===== config.mk =====
export PLATFORM = sky130hd
export DESIGN_NAME = mc_ctrl_fsm
export DESIGN_NICKNAME = d
export VERILOG_FILES = /design/src/rtl/mc_ctrl_fsm.sv
export SDC_FILE = /design/constraint.sdc
export NUM_CORES = 1
export LEC_CHECK = 0
export CORE_MARGIN = 5
export CORE_UTILIZATION = 45
export DETAILED_ROUTE_END_ITERATION = 12
export GPL_ROUTABILITY_DRIVEN = 1
export PLACE_DENSITY = 0.82
export SETUP_SLACK_MARGIN = 0.02
export SLEW_MARGIN = 20
export SYNTH_ARGS = -nofsm -noshare
export SYNTH_HDL_FRONTEND = slang
export SYNTH_SLANG_ARGS = --single-unit

===== constraint.sdc =====
create_clock -name clk -period 2.6 [get_ports clk]
set_input_delay 0.52 -clock clk [delete_from_list [all_inputs] [get_ports clk]]
set_output_delay 0.52 -clock clk [all_outputs]
set_load 0.01 [all_outputs]

===== src/rtl/mc_ctrl_fsm.sv =====
// Multicycle MIPS main-control FSM: fetch/decode/execute/memory/write-back
// sequencing, memory-ready stalls, illegal-op trap and retired counter. Define MC_JR_EN to decode jr.
module mc_ctrl_fsm (
  input  logic        clk,
  input  logic        rst,
  input  logic [5:0]  opcode,
  input  logic [5:0]  funct,
  input  logic        zero,
  input  logic        mem_ready,
  output logic        pc_en,
  output logic        ir_write,
  output logic        i_or_d,
  output logic        mem_read,
  output logic        mem_write,
  output logic        reg_write,
  output logic        reg_dst,
  output logic        mem_to_reg,
  output logic        alu_src_a,
  output logic [1:0]  alu_src_b,
  output logic [1:0]  alu_ct_op,
  output logic [1:0]  pc_src,
  output logic        illegal,
  output logic [31:0] retired
);

  localparam logic [5:0] OP_RTYPE = 6'b000000;
  localparam logic [5:0] OP_LW    = 6'b100011;
  localparam logic [5:0] OP_SW    = 6'b101011;
  localparam logic [5:0] OP_BEQ   = 6'b000100;
  localparam logic [5:0] OP_ADDIU = 6'b001001;
  localparam logic [5:0] OP_J     = 6'b000010;
  localparam logic [5:0] FN_ADDU  = 6'b100001;
`ifdef MC_JR_EN
  localparam logic [5:0] FN_JR    = 6'b001000;
`endif

  typedef enum logic [3:0] {
    S_FETCH,
    S_DECODE,
    S_MEMADR,
    S_MEMRD,
    S_MEMWB,
    S_MEMWR,
    S_RTEXE,
    S_ALUWB,
    S_ADDIEXE,
    S_ADDIWB,
    S_BRANCH,
    S_JUMP,
`ifdef MC_JR_EN
    S_JR,
`endif
    S_ILLEGAL
  } state_t;

  typedef struct packed {
    logic       fetch;
    logic       pc_write;
    logic       pc_write_cond;
    logic       i_or_d;
    logic       mem_read;
    logic       mem_write;
    logic       reg_write;
    logic       reg_dst;
    logic       mem_to_reg;
    logic       alu_src_a;
    logic [1:0] alu_src_b;
    logic [1:0] alu_ct_op;
    logic [1:0] pc_src;
    logic       illegal;
  } ctl_t;

  function automatic ctl_t decode_state(input state_t s);
    ctl_t c;
    c = '0;
    case (s)
      S_FETCH:   begin c.fetch = 1'b1; c.mem_read = 1'b1; c.alu_src_b = 2'b01; end
      S_DECODE:  c.alu_src_b = 2'b11;
      S_MEMADR:  begin c.alu_src_a = 1'b1; c.alu_src_b = 2'b10; end
      S_MEMRD:   begin c.mem_read = 1'b1; c.i_or_d = 1'b1; end
      S_MEMWB:   begin c.reg_write = 1'b1; c.mem_to_reg = 1'b1; end
      S_MEMWR:   begin c.mem_write = 1'b1; c.i_or_d = 1'b1; end
      S_RTEXE:   begin c.alu_src_a = 1'b1; c.alu_ct_op = 2'b10; end
      S_ALUWB:   begin c.reg_write = 1'b1; c.reg_dst = 1'b1; end
      S_ADDIEXE: begin c.alu_src_a = 1'b1; c.alu_src_b = 2'b10; end
      S_ADDIWB:  c.reg_write = 1'b1;
      S_BRANCH:  begin
        c.alu_src_a     = 1'b1;
        c.alu_ct_op     = 2'b01;
        c.pc_src        = 2'b01;
        c.pc_write_cond = 1'b1;
      end
      S_JUMP:    begin c.pc_src = 2'b10; c.pc_write = 1'b1; end
`ifdef MC_JR_EN
      S_JR:      begin c.pc_src = 2'b11; c.pc_write = 1'b1; end
`endif
      S_ILLEGAL: c.illegal = 1'b1;
      default:   c = '0;
    endcase
    return c;
  endfunction

  state_t      state_q, state_d;
  ctl_t        ctl_q;
  logic [31:0] retired_q;
  logic        retire_d;

  always_comb begin
    state_d = state_q;
    case (state_q)
      S_FETCH:   if (mem_ready) state_d = S_DECODE;
      S_DECODE: begin
        case (opcode)
          OP_LW, OP_SW: state_d = S_MEMADR;
          OP_BEQ:       state_d = S_BRANCH;
          OP_ADDIU:     state_d = S_ADDIEXE;
          OP_J:         state_d = S_JUMP;
          OP_RTYPE: begin
            state_d = S_ILLEGAL;
            if (funct == FN_ADDU) state_d = S_RTEXE;
`ifdef MC_JR_EN
            if (funct == FN_JR)   state_d = S_JR;
`endif
          end
          default:      state_d = S_ILLEGAL;
        endcase
      end
      S_MEMADR:  state_d = (opcode == OP_SW) ? S_MEMWR : S_MEMRD;
      S_MEMRD:   if (mem_ready) state_d = S_MEMWB;
      S_MEMWR:   if (mem_ready) state_d = S_FETCH;
      S_RTEXE:   state_d = S_ALUWB;
      S_ADDIEXE: state_d = S_ADDIWB;
      S_MEMWB, S_ALUWB, S_ADDIWB, S_BRANCH, S_JUMP: state_d = S_FETCH;
`ifdef MC_JR_EN
      S_JR:      state_d = S_FETCH;
`endif
      S_ILLEGAL: state_d = S_ILLEGAL;
      default:   state_d = S_FETCH;
    endcase
  end

  // Every non-FETCH state that returns to FETCH is a completed instruction.
  assign retire_d = (state_d == S_FETCH) && (state_q != S_FETCH);

  // Output decode is registered from the next state; reset preloads FETCH decode.
  always_ff @(posedge clk or negedge rst) begin
    if (!rst) begin
      state_q   <= S_FETCH;
      ctl_q     <= decode_state(S_FETCH);
      retired_q <= '0;
    end else begin
      state_q <= state_d;
      ctl_q   <= decode_state(state_d);
      if (retire_d) retired_q <= retired_q + 32'd1;
    end
  end

  // Outputs are gated by rst so they drop at once when reset is asserted.
  assign ir_write   = rst & ctl_q.fetch & mem_ready;
  assign pc_en      = rst & ((ctl_q.fetch & mem_ready) | ctl_q.pc_write |
                             (ctl_q.pc_write_cond & zero));
  assign i_or_d     = rst & ctl_q.i_or_d;
  assign mem_read   = rst & ctl_q.mem_read;
  assign mem_write  = rst & ctl_q.mem_write;
  assign reg_write  = rst & ctl_q.reg_write;
  assign reg_dst    = rst & ctl_q.reg_dst;
  assign mem_to_reg = rst & ctl_q.mem_to_reg;
  assign alu_src_a  = rst & ctl_q.alu_src_a;
  assign alu_src_b  = {2{rst}} & ctl_q.alu_src_b;
  assign alu_ct_op  = {2{rst}} & ctl_q.alu_ct_op;
  assign pc_src     = {2{rst}} & ctl_q.pc_src;
  assign illegal    = rst & ctl_q.illegal;
  assign retired    = retired_q;

endmodule


Yosys cells after proc, flatten, opt, wreduce, memory -nomap -nowiden
Cells that the tools add are included.
{"block": "totals", "ff_bits": 53, "in_bits": 16, "out_inout_bits": 48, "word_cells": 92}
{"block": "classes", "n_addsub": 1, "n_eq_ne": 25, "muxes": 21, "bitwise": 18, "reduce_logical": 11}
{"cell": "32-bit by 1-bit adder with 32-bit output (second input constant)", "count": 1}
{"cell": "4-bit case mux with 8 select lines", "count": 1}
{"cell": "4-bit equality test (second input constant)", "count": 7}
{"cell": "4-bit by 3-bit equality test with 1-bit output (second input constant)", "count": 6}
{"cell": "4-bit case mux with 5 select lines", "count": 1}
{"cell": "6-bit equality test (second input constant)", "count": 3}
{"cell": "4-bit by 2-bit equality test with 1-bit output (second input constant)", "count": 4}
{"cell": "4-bit 2-to-1 mux", "count": 4}
{"cell": "1-bit bitwise AND", "count": 13}
{"cell": "1-bit 2-to-1 mux", "count": 11}
{"cell": "4-bit by 1-bit equality test with 1-bit output (second input constant)", "count": 2}
{"cell": "4-bit zero test", "count": 2}
{"cell": "2-bit case mux with 2 select lines", "count": 2}
{"cell": "2-bit OR reduction", "count": 4}
{"cell": "2-bit bitwise AND", "count": 3}
{"cell": "6-bit by 2-bit equality test with 1-bit output (second input constant)", "count": 1}
{"cell": "6-bit by 3-bit equality test with 1-bit output (second input constant)", "count": 1}
{"cell": "6-bit by 4-bit equality test with 1-bit output (second input constant)", "count": 1}
{"cell": "6-bit zero test", "count": 1}
{"cell": "2-bit case mux with 3 select lines", "count": 1}
{"cell": "4-bit nonzero test", "count": 1}
{"cell": "4-bit OR reduction", "count": 1}
{"cell": "3-bit 2-to-1 mux", "count": 1}
{"cell": "3-bit OR reduction", "count": 1}
{"cell": "2 further kinds", "count": 3}

Depth between registers and ports, before layout
{"block": "logic_depth", "depth_word": 7, "depth_mapped": 10, "ltp_nobuf": 7}

Least setup slack after synthesis
OpenSTA, ideal clock, no wires.
{"block": "synth_path", "kind": "input to register", "start": "input funct[1]", "end": "register retired_q[18], in the netlist retired[18]", "setup_time_ps": 79, "arrival_ps": 2453, "required_time_ps": 2521, "path_slack_ps": 68, "stages": 9, "path_buffers": 3, "path_cell_list": "nor4b_2 -> nand4_1 -> o211a_1 -> buf_6 -> or4_4 -> buf_6 -> buf_6 -> nor4_2 -> xor2_1"}
{"block": "synth_between", "elab_chain_len": 6}
{"item": "start, declared", "line": "7", "rtl": "input logic [5:0] funct,"}
{"item": "6-bit equality test", "line": "120", "rtl": "if (funct == FN_ADDU) state_d = S_RTEXE;"}
{"item": "4-bit 2-to-1 mux", "line": "120"}
{"item": "4-bit case mux with 5 select lines", "line": "113", "rtl": "case (opcode)"}
{"item": "4-bit case mux with 8 select lines", "line": "110", "rtl": "case (state_q)"}
{"item": "net state_d[3]", "line": "103", "rtl": "state_t state_q, state_d;"}
{"item": "4-bit zero test", "line": "143", "rtl": "assign retire_d = (state_d == S_FETCH) && (state_q != S_FETCH);"}
{"item": "1-bit logical AND", "line": "143"}
{"item": "end signal, assigned", "line": "154", "rtl": "if (retire_d) retired_q <= retired_q + 32'd1;"}
{"item": "end, declared", "line": "105", "rtl": "logic [31:0] retired_q;"}
The timed path passes the listed nets, and every way through them passes these cells.
A chain may end at the register's enable or synchronous reset.

Worst setup path in the final report
{"block": "layout_path", "start": "input funct[5]", "end": "register retired_q[22], in the netlist retired[22]"}
{"block": "layout_between", "elab_chain_len": 6}
{"item": "6-bit equality test", "line": "120"}
{"item": "4-bit 2-to-1 mux", "line": "120"}
{"item": "4-bit case mux with 5 select lines", "line": "113"}
{"item": "4-bit case mux with 8 select lines", "line": "110"}
{"item": "4-bit zero test", "line": "143"}
{"item": "1-bit logical AND", "line": "143"}
No other way between the ends.

==> report_table.html <==
<table>
<tr><th>Metric</th><th>Value</th></tr>
<tr><th colspan="2">Synthesis</th></tr>
<tr><td>Netlist area before placement</td><td>2800 um^2</td></tr>
<tr><td>Synthesis Warnings</td><td>0</td></tr>
<tr><td>Fraction of registers with async set or reset after synthesis</td><td>100%</td></tr>
<tr><td>Seq cells post-synth</td><td>50</td></tr>
<tr><td>Number of flops mapped to enable cells by yosys</td><td>0</td></tr>
<tr><td>Dominant cells by area after synthesis</td><td>sky130_fd_sc_hd__dfrtp_1, sky130_fd_sc_hd__xor2_1, sky130_fd_sc_hd__nor4_2</td></tr>
<tr><td>Post-synthesis net count</td><td>290</td></tr>
<tr><td>Most used standard cell by instance count after synthesis</td><td>sky130_fd_sc_hd__dfrtp_1</td></tr>
<tr><td>Commonest cells in the netlist</td><td>sky130_fd_sc_hd__dfrtp_1, sky130_fd_sc_hd__xor2_1, sky130_fd_sc_hd__nor4_2</td></tr>
<tr><td>Most used flip-flop cell after synthesis</td><td>sky130_fd_sc_hd__dfrtp_1</td></tr>
<tr><td>Post-synth cell types</td><td>55</td></tr>
<tr><td>Portion of the post-synthesis area used by sequential elements</td><td>44.8%</td></tr>
<tr><td>Largest area contributor in the netlist</td><td>sky130_fd_sc_hd__dfrtp_1</td></tr>
<tr><td>Fraction of synthesized cell area taken by the top area cell type</td><td>41.9%</td></tr>
<tr><td>Cells after synthesis</td><td>273</td></tr>
<tr><td>Average cell area after synthesis</td><td>10.3 um^2</td></tr>
<tr><th colspan="2">Drt</th></tr>
<tr><td>DRC violations left</td><td>0</td></tr>
<tr><td>DRT Pass-1 Iters</td><td>4</td></tr>
<tr><td>Drt total wl</td><td>7340 um</td></tr>
<tr><td>First DRT Iteration DRCs</td><td>133</td></tr>
<tr><td>Vias after detailed routing</td><td>2487</td></tr>
<tr><td>Ratio of routed vias to standard cells</td><td>5.64</td></tr>
<tr><td>Remaining antenna violation count after routing</td><td>0</td></tr>
<tr><td>Wire length per cell after detailed routing</td><td>16.7 um</td></tr>
<tr><th colspan="2">Timing</th></tr>
<tr><td>Number of failing hold endpoints at the final stage</td><td>0</td></tr>
<tr><td>Final hold slack</td><td>0.0450 ns</td></tr>
<tr><td>Slack of the critical path</td><td>0.0193 ns</td></tr>
<tr><td>Maximum clock frequency</td><td>387 MHz</td></tr>
<tr><td>Setup tns final</td><td>0 ns</td></tr>
<tr><td>Worst rel slew slack</td><td>61.9%</td></tr>
<tr><td>Max Transition Viols Final</td><td>0</td></tr>
<tr><td>Setup-failing EPs final</td><td>0</td></tr>
<tr><td>Worst setup skew after layout</td><td>0.0144 ns</td></tr>
<tr><td>Slew at the pin closest to its max-slew limit</td><td>0.570 ns</td></tr>
<tr><td>Final Cycle Share</td><td>99.3%</td></tr>
<tr><td>Shortest clock period the worst path allows after layout</td><td>2.58 ns</td></tr>
<tr><th colspan="2">Floorplanning</th></tr>
<tr><td>Total number of placement rows</td><td>28</td></tr>
<tr><td>IO Count</td><td>64</td></tr>
<tr><td>Die extent in y</td><td>88.9 um</td></tr>
<tr><td>Die Outline Area</td><td>7910 um^2</td></tr>
<tr><td>Total core area</td><td>5990 um^2</td></tr>
<tr><td>Effective utilization at floorplan</td><td>46.8%</td></tr>
<tr><td>Die width</td><td>88.9 um</td></tr>
<tr><th colspan="2">Hold path</th></tr>
<tr><td>HP Class</td><td>in -&gt; async</td></tr>
<tr><th colspan="2">Cells and area</th></tr>
<tr><td>Share of final-layout standard cells stronger than drive strength 1</td><td>24.6%</td></tr>
<tr><td>Final layout net count</td><td>382</td></tr>
<tr><td>Diode insertion count for antenna repair</td><td>0</td></tr>
<tr><td>Synthesis-to-layout area growth</td><td>46.3%</td></tr>
<tr><td>Fin area</td><td>4100 um^2</td></tr>
<tr><th colspan="2">Setup path</th></tr>
<tr><td>Setup crit start kind</td><td>primary input</td></tr>
<tr><td>Worst endpoint data arrival time</td><td>2.81 ns</td></tr>
<tr><td>Critical Setup Path Class</td><td>in -&gt; reg</td></tr>
<tr><td>Critical Path End Type</td><td>register</td></tr>
<tr><td>Biggest fanout along the worst timing path</td><td>8</td></tr>
<tr><td>Data required time at the worst endpoint</td><td>2.83 ns</td></tr>
<tr><th colspan="2">CTS</th></tr>
<tr><td>Clock Latency Late Sink</td><td>0.31 ns</td></tr>
<tr><td>Root Buffer</td><td>sky130_fd_sc_hd__clkbuf_8</td></tr>
<tr><td>Number of buffers created by CTS</td><td>5</td></tr>
<tr><td>Clk sinks</td><td>50</td></tr>
<tr><td>Buffers from clock root to sink, at most</td><td>2</td></tr>
<tr><td>Clock-pin transition on the worst setup and hold timing paths</td><td>0.10 ns</td></tr>
<tr><td>Clock tree from TritonCTS</td><td>built</td></tr>
<tr><td>H-Tree Depth</td><td>2</td></tr>
<tr><th colspan="2">Power</th></tr>
<tr><td>Power per cell area</td><td>854 nW/um^2</td></tr>
<tr><td>Leakage power summed over all cells</td><td>0.00189 uW</td></tr>
<tr><td>Total Power Consumption</td><td>3500 uW</td></tr>
<tr><td>Maximum ir drop on the vdd rail</td><td>1160 uV</td></tr>
<tr><th colspan="2">Run status</th></tr>
<tr><td>Status</td><td>finished, final reports clean</td></tr>
<tr><th colspan="2">GRT</th></tr>
<tr><td>Antenna violations before repair</td><td>0</td></tr>
<tr><td>Pin count of the biggest net entering global routing</td><td>31</td></tr>
<tr><td>Grt total ovfl</td><td>0</td></tr>
<tr><td>First-pass GRT wire length</td><td>11200 um</td></tr>
<tr><td>Aggregate global-route resource usage</td><td>18.0%</td></tr>
<tr><td>Via count of the first global-routing pass</td><td>2382</td></tr>
<tr><th colspan="2">Job</th></tr>
<tr><td>Max-capacitance violation count</td><td>0</td></tr>
<tr><th colspan="2">Placed design</th></tr>
<tr><td>Routability Congestion</td><td>0.846</td></tr>
<tr><td>DPL Wire Length</td><td>5010 um</td></tr>
<tr><td>Count of buffers from port buffering</td><td>63</td></tr>
<tr><td>Worst-case setup slack after placement</td><td>-0.372 ns</td></tr>
<tr><td>Placed instance area</td><td>3700 um^2</td></tr>
</table>
-- cell families after synthesis --
logic type	synth area share, %
buffers and inverters	4.24
AND/OR/NAND/NOR	35.5
AO/OA/AOI/OAI	4.95
flip-flops	44.8
multiplexers	0.402
adder cells (fa/ha/maj)	0.446
XOR/XNOR	9.68
-- stage by stage --
stage	instances	utilization (%)
after floorplan	273	-
after global placement	428	61.7
after detailed placement	428	61.7
after CTS	436	63.5
after global routing	441	68.5
final	441	68.5
-- cells in the final DEF, fill, tap and decap left out, types with 13 or more instances in the layout --
cell type,count
sky130_fd_sc_hd__nor4_4,15
sky130_fd_sc_hd__and2_1,14
sky130_fd_sc_hd__buf_4,32
sky130_fd_sc_hd__clkdlybuf4s50_1,52
sky130_fd_sc_hd__nand2_1,17
sky130_fd_sc_hd__dfrtp_1,47
sky130_fd_sc_hd__nand3_1,15
sky130_fd_sc_hd__xor2_1,28
sky130_fd_sc_hd__nor3_1,13
sky130_fd_sc_hd__nor2_1,14
-- sequential cells by signal, indices dropped and copies added (netlist names) --
name     flops
ctl_q       14
retired     32
state_q      4
-- final cells by class --
cell class              instances  area, um^2
repair buffers                101        1000
clock buffers                   6        82.6
well taps                      75        93.8
clock inverters                 2        12.5
multi-input cells             202        1640
fillers                       428        1890
flip-flops and latches         50        1250
inverters                       5        18.8
-- where the power goes --
part	total, uW	switching, uW	internal, uW
registers	1040	115	922
logic	1980	1090	892
clock network	482	267	214
-- metal layers --
| layer | wire length, um | vias up | GRT usage, % |
|---|---|---|---|
| met3 | 335 | 6 | 2.95 |
| met4 | 74 | 0 | 5.14 |
| met5 | 0 | - | 0 |
| met1 | 3280 | 1243 | 25.2 |
| met2 | 3660 | 72 | 28.9 |
| li1 | - | 1166 | - |
-- repair_timing --
action,in CTS,in global routing
resized for setup,5,40
pin swaps,0,17
hold buffers,0,0
endpoints found under the setup margin,23,29
buffers inserted,0,2
gates cloned,0,3
-- worst max-delay path, cell delays in order --
cell and delay (ns):
sky130_fd_sc_hd__clkdlybuf4s50_1 0.46, sky130_fd_sc_hd__nor2b_2 0.12, sky130_fd_sc_hd__nand4_1 0.09, sky130_fd_sc_hd__o211a_1 0.26, sky130_fd_sc_hd__or4_4 0.63, sky130_fd_sc_hd__clkbuf_16 0.21
sky130_fd_sc_hd__nor3_1 0.30, sky130_fd_sc_hd__xor2_1 0.20
-- path summary, 6_finish.rpt --
check,from,end,slack (ns),cells past startpoint
min in group clk,retired[31],retired[31],0.47,1
hold reg to reg,retired[31],retired[31],0.47,1
setup / recovery,funct[5],retired[22],0.02,8
max in group asynchronous,rst,retired[3],1.82,3
hold / removal,rst,ctl_q[14],0.05,1
setup reg to reg,state_q[2],retired[22],0.06,9
Power figures use the tool's default switching activity.
==> variant 1 (same flow settings) <==
Build with the macro `MC_JR_EN` defined.
--- a/src/rtl/mc_ctrl_fsm.sv
+++ b/src/rtl/mc_ctrl_fsm.sv
@@ -1,5 +1,7 @@
 // Multicycle MIPS main-control FSM: fetch/decode/execute/memory/write-back
 // sequencing, memory-ready stalls, illegal-op trap and retired counter. Define MC_JR_EN to decode jr.
+`define MC_JR_EN
+
 module mc_ctrl_fsm (
   input  logic        clk,
   input  logic        rst,
Function: changed (a bounded check fails within 4 cycles, from zero or initial values and one cycle with rst low).
==> variant 1 against the original RTL <==
Design area down 5.7%. Power down 18%. Combinational power down 31%. Worst setup slack better by 0.068 ns. Synthesized area down 2.4%. Register-to-register slack better by 0.28 ns. Routed wire length down 15%. Sequential cell count up 2. Largest cell class unchanged.
==> variant 1: results (changes against the original RTL) <==
PLACE_INST=435  # +1.6%
NETLIST_TOP_CELLS_AREA='sky130_fd_sc_hd__dfrtp_1 45%, sky130_fd_sc_hd__xnor2_1 5.4%, sky130_fd_sc_hd__xor2_1 4.8%'
M1WIRELENGTH_UM=2744  # -16%
CP_DATA_ARRIVAL_TIME_NS=2.70  # -0.11 ns
GR-USAGE-MET3_PCT=2.446  # -0.50 points
MET2_USAGE_PCT=28.70  # -0.25 points
CRITICAL-PATH-MAX-STAGE-DELAY_NS=0.56  # -0.07 ns
STATUS='complete, no violations'
TIMING.CRITICAL_PATH.TO='retired[16]$_DFFE_PN0P_'
MUXSHAREOFSYNTHAREA_PCT=0.4115  # +0.0099 points
WL_MET2_UM=3233  # -12%
VIAS=2315  # -6.9%
FINAL_LAYOUT_SIZE_SUFFIX_GT1_SHARE_PCT=19.03  # -5.6 points
SYNTHCELLS=274  # +0.37%
TOTAL_LEAKAGE_POWER_nW=1.786  # -5.4%
SYNTH_SEQUENTIAL_AREA_RATIO_PCT=47.69  # +2.9 points
DRT-INITIAL-DRC-COUNT=124  # -6.8%
TIMING.REG2REG.SETUP_SLACK_NS=0.34  # +0.28 ns
HIGHEST_LAYER='met4'
CRITICAL_PATH.STARTPOINT='opcode[4]'
PLACE_WS_NS=-0.2425  # +0.1298 ns
GLOBAL_ROUTE_USAGE_OVER_ALL_LAYERS_PCT=16.68  # -1.3 points
WORST_PATH_DOMINANT_CELL_FAMILY='buffers and inverters'
SYNTH_COMPOUND_AREA_SHARE_PCT=8.139  # +3.2 points
FINCLKSKEW_NS=0.007939  # -0.006454 ns
PLACEMENT.CELL_AREA_SQ_UM=3672  # -0.64%
DESIGN.FINAL.NETS=389  # +1.8%
MAXIMUM_NUMBER_OF_PINS_ON_ONE_NET_BEFORE_GLOBAL_ROUTE_REPAIR=40  # +29%
POST_SYNTH_FA_HA_MAJ_AREA_FRACTION_PCT=0.4572  # +0.011 points
POST_CTS_RESIZE_COUNT=0  # -5
CRIT_SLOWEST_CELL='sky130_fd_sc_hd__clkdlybuf4s50_1'
FINAL.MIN_CLOCK_PERIOD_NS=2.513  # -0.06802 ns
MET3_LENGTH_UM=235  # -30%
GRT_FIRST_PASS_WIRELENGTH_UM=10410  # -6.9%
HPWL_UM=4585  # -8.4%
CRITPATHMAXFANOUT=7  # -1
PEAKVDDDROP_V=0.0006664  # -42%
REG2REGPATHDEPTH=10  # +1
GRTUSAGEMET1_PCT=22.18  # -3.0 points
TIGHTEST_SLEW_NS=0.4942  # -0.07621 ns
variant 1: cell count changes after synthesis, moves of 4 or more:
cell                      before  now
sky130_fd_sc_hd__nor4_2       19    0
sky130_fd_sc_hd__inv_1         4    8
sky130_fd_sc_hd__xor2_1       28   15
sky130_fd_sc_hd__xnor2_1       3   17
sky130_fd_sc_hd__nor3_1       16   20
sky130_fd_sc_hd__nand3_1      17    9
sky130_fd_sc_hd__nand3_2       0    6
sky130_fd_sc_hd__a21oi_1       2    8
variant 1: layout make-up:
class	instances	area, sq um
clock buffers	7	86.33
multi-input cells	204	1378
inverters	9	36.28
repair buffers	100	962.2
flip-flops and latches	52	1305
well taps	75	93.84
fillers	472	2052
clock inverters	1	7.507
variant 1: report_power, final:
group	switching (W)	leakage, nW	internal (W)
logic	0.000693	1.05	0.000674
registers	0.0000758	0.689	0.000959
clock network	0.000256	0.0445	0.000217
total	0.00102	1.79	0.00185
==> variant 2 (same settings) <==
Without the edit above. Register the output `retired` once more, with the module's reset; this adds one clock of latency there. The other outputs are not delayed to match.
--- a/src/rtl/mc_ctrl_fsm.sv
+++ b/src/rtl/mc_ctrl_fsm.sv
@@ -170,7 +170,13 @@
   assign alu_ct_op  = {2{rst}} & ctl_q.alu_ct_op;
   assign pc_src     = {2{rst}} & ctl_q.pc_src;
   assign illegal    = rst & ctl_q.illegal;
-  assign retired    = retired_q;
+  always_ff @(posedge clk or negedge rst) begin
+    if (!rst) begin
+      retired <= '0;
+    end else begin
+      retired <= retired_q;
+    end
+  end
 
 endmodule
 
Behaviour: not the same (Yosys sat finds a counterexample within 4 cycles, from zero or initial values and one cycle with rst low).
==> variant 2 against the original RTL <==
Synthesized area is 28% higher. Power is 7.8% higher. Design area is 15% higher. Routed wire length is 0.37% lower. Sequential cell count is 32 higher. Critical path depth is 4 lower. Hold slack worse by 0.015 ns. Sequential share of layout area is 13 points higher. Maximum frequency is 6.7% higher. Worst setup slack better by 0.16 ns.
==> variant 2: results (changes against the original RTL) <==
SYNTH_COMPOUND_AREA_SHARE_PCT=6.538  # +1.6 points
MET2_USAGE_PCT=25.36  # -3.6 points
GR-USAGE-MET3_PCT=3.366  # +0.42 points
M1WIRELENGTH_UM=3304  # +0.89%
FINALWEIGHTEDCONGESTION=0.8823  # +4.3%
WORST_PATH_DOMINANT_CELL_FAMILY='buffers and inverters'
SYNTHXORXNORAREAFRAC_PCT=7.832  # -1.9 points
R2R_START='state_q[0]$_DFF_PN0_'
INSERTION_DELAY_NS=0.36  # +0.05 ns
TOTAL_LEAKAGE_POWER_nW=2.153  # +14%
PLACE_INST=484  # +13%
PEAKVDDDROP_V=0.0003996  # -65%
STATUS='complete, no violations'
DRT-VIAS-PER-INSTANCE=5.072  # -10%
POST_LAYOUT_NONFILLER_INSTANCES=500  # +13%
WL_MET2_UM=3521  # -3.7%
LIST_OF_MOST_FREQUENT_POST_SYNTHESIS_CELLS='79 x sky130_fd_sc_hd__dfrtp_1, 22 x sky130_fd_sc_hd__nand2_1, 20 x sky130_fd_sc_hd__xor2_1'
WIRELENGTH_UM=7316  # -0.37%
HTREEDEPTH=3  # +1
SYNTH_SEQUENTIAL_AREA_RATIO_PCT=57.45  # +13 points
MUXSHAREOFSYNTHAREA_PCT=0.3147  # -0.087 points
DRT-INITIAL-DRC-COUNT=76  # -43%
CRIT_SLOWEST_CELL='sky130_fd_sc_hd__clkdlybuf4s50_1'
GRT_FIRST_PASS_WIRELENGTH_UM=12620  # +13%
GLOBAL_ROUTE_USAGE_OVER_ALL_LAYERS_PCT=16.06  # -1.9 points
SYN_NETS=319  # +10%
DESIGN.FINAL.NETS=410  # +7.3%
CP_DATA_ARRIVAL_TIME_NS=1.90  # -0.91 ns
-- variant 2: power breakdown --
group          switching, W  internal, W  total, W
sequential         0.000162      0.00145   0.00162
clock              0.000458     0.000546   0.00100
combinational      0.000597     0.000560   0.00116
-- variant 2: area by class of cell --
cell class,count,area [sq um]
tap,102,127.6
clock inverter,7,101.3
sequential,82,2056
inverter,8,30.03
clock buffer,9,123.9
multi-input combinational,200,1410
timing repair buffer,92,870.8
fill,631,3008
-- variant 2: worst max-delay path by stage --
stage	depth (start not counted)	slack [ns]	startpoint	end
after CTS	4	0.16	mem_ready	pc_en
after detailed placement	9	-0.08	opcode[0]	retired_q[17]$_DFFE_PN0P_
final	4	0.18	mem_ready	pc_en
after global routing	8	0.09	state_q[0]$_DFF_PN0_	retired_q[17]$_DFFE_PN0P_
after global placement	9	-0.03	opcode[0]	retired_q[17]$_DFFE_PN0P_
after floorplan	6	0.58	opcode[5]	retired_q[1]$_DFFE_PN0P_
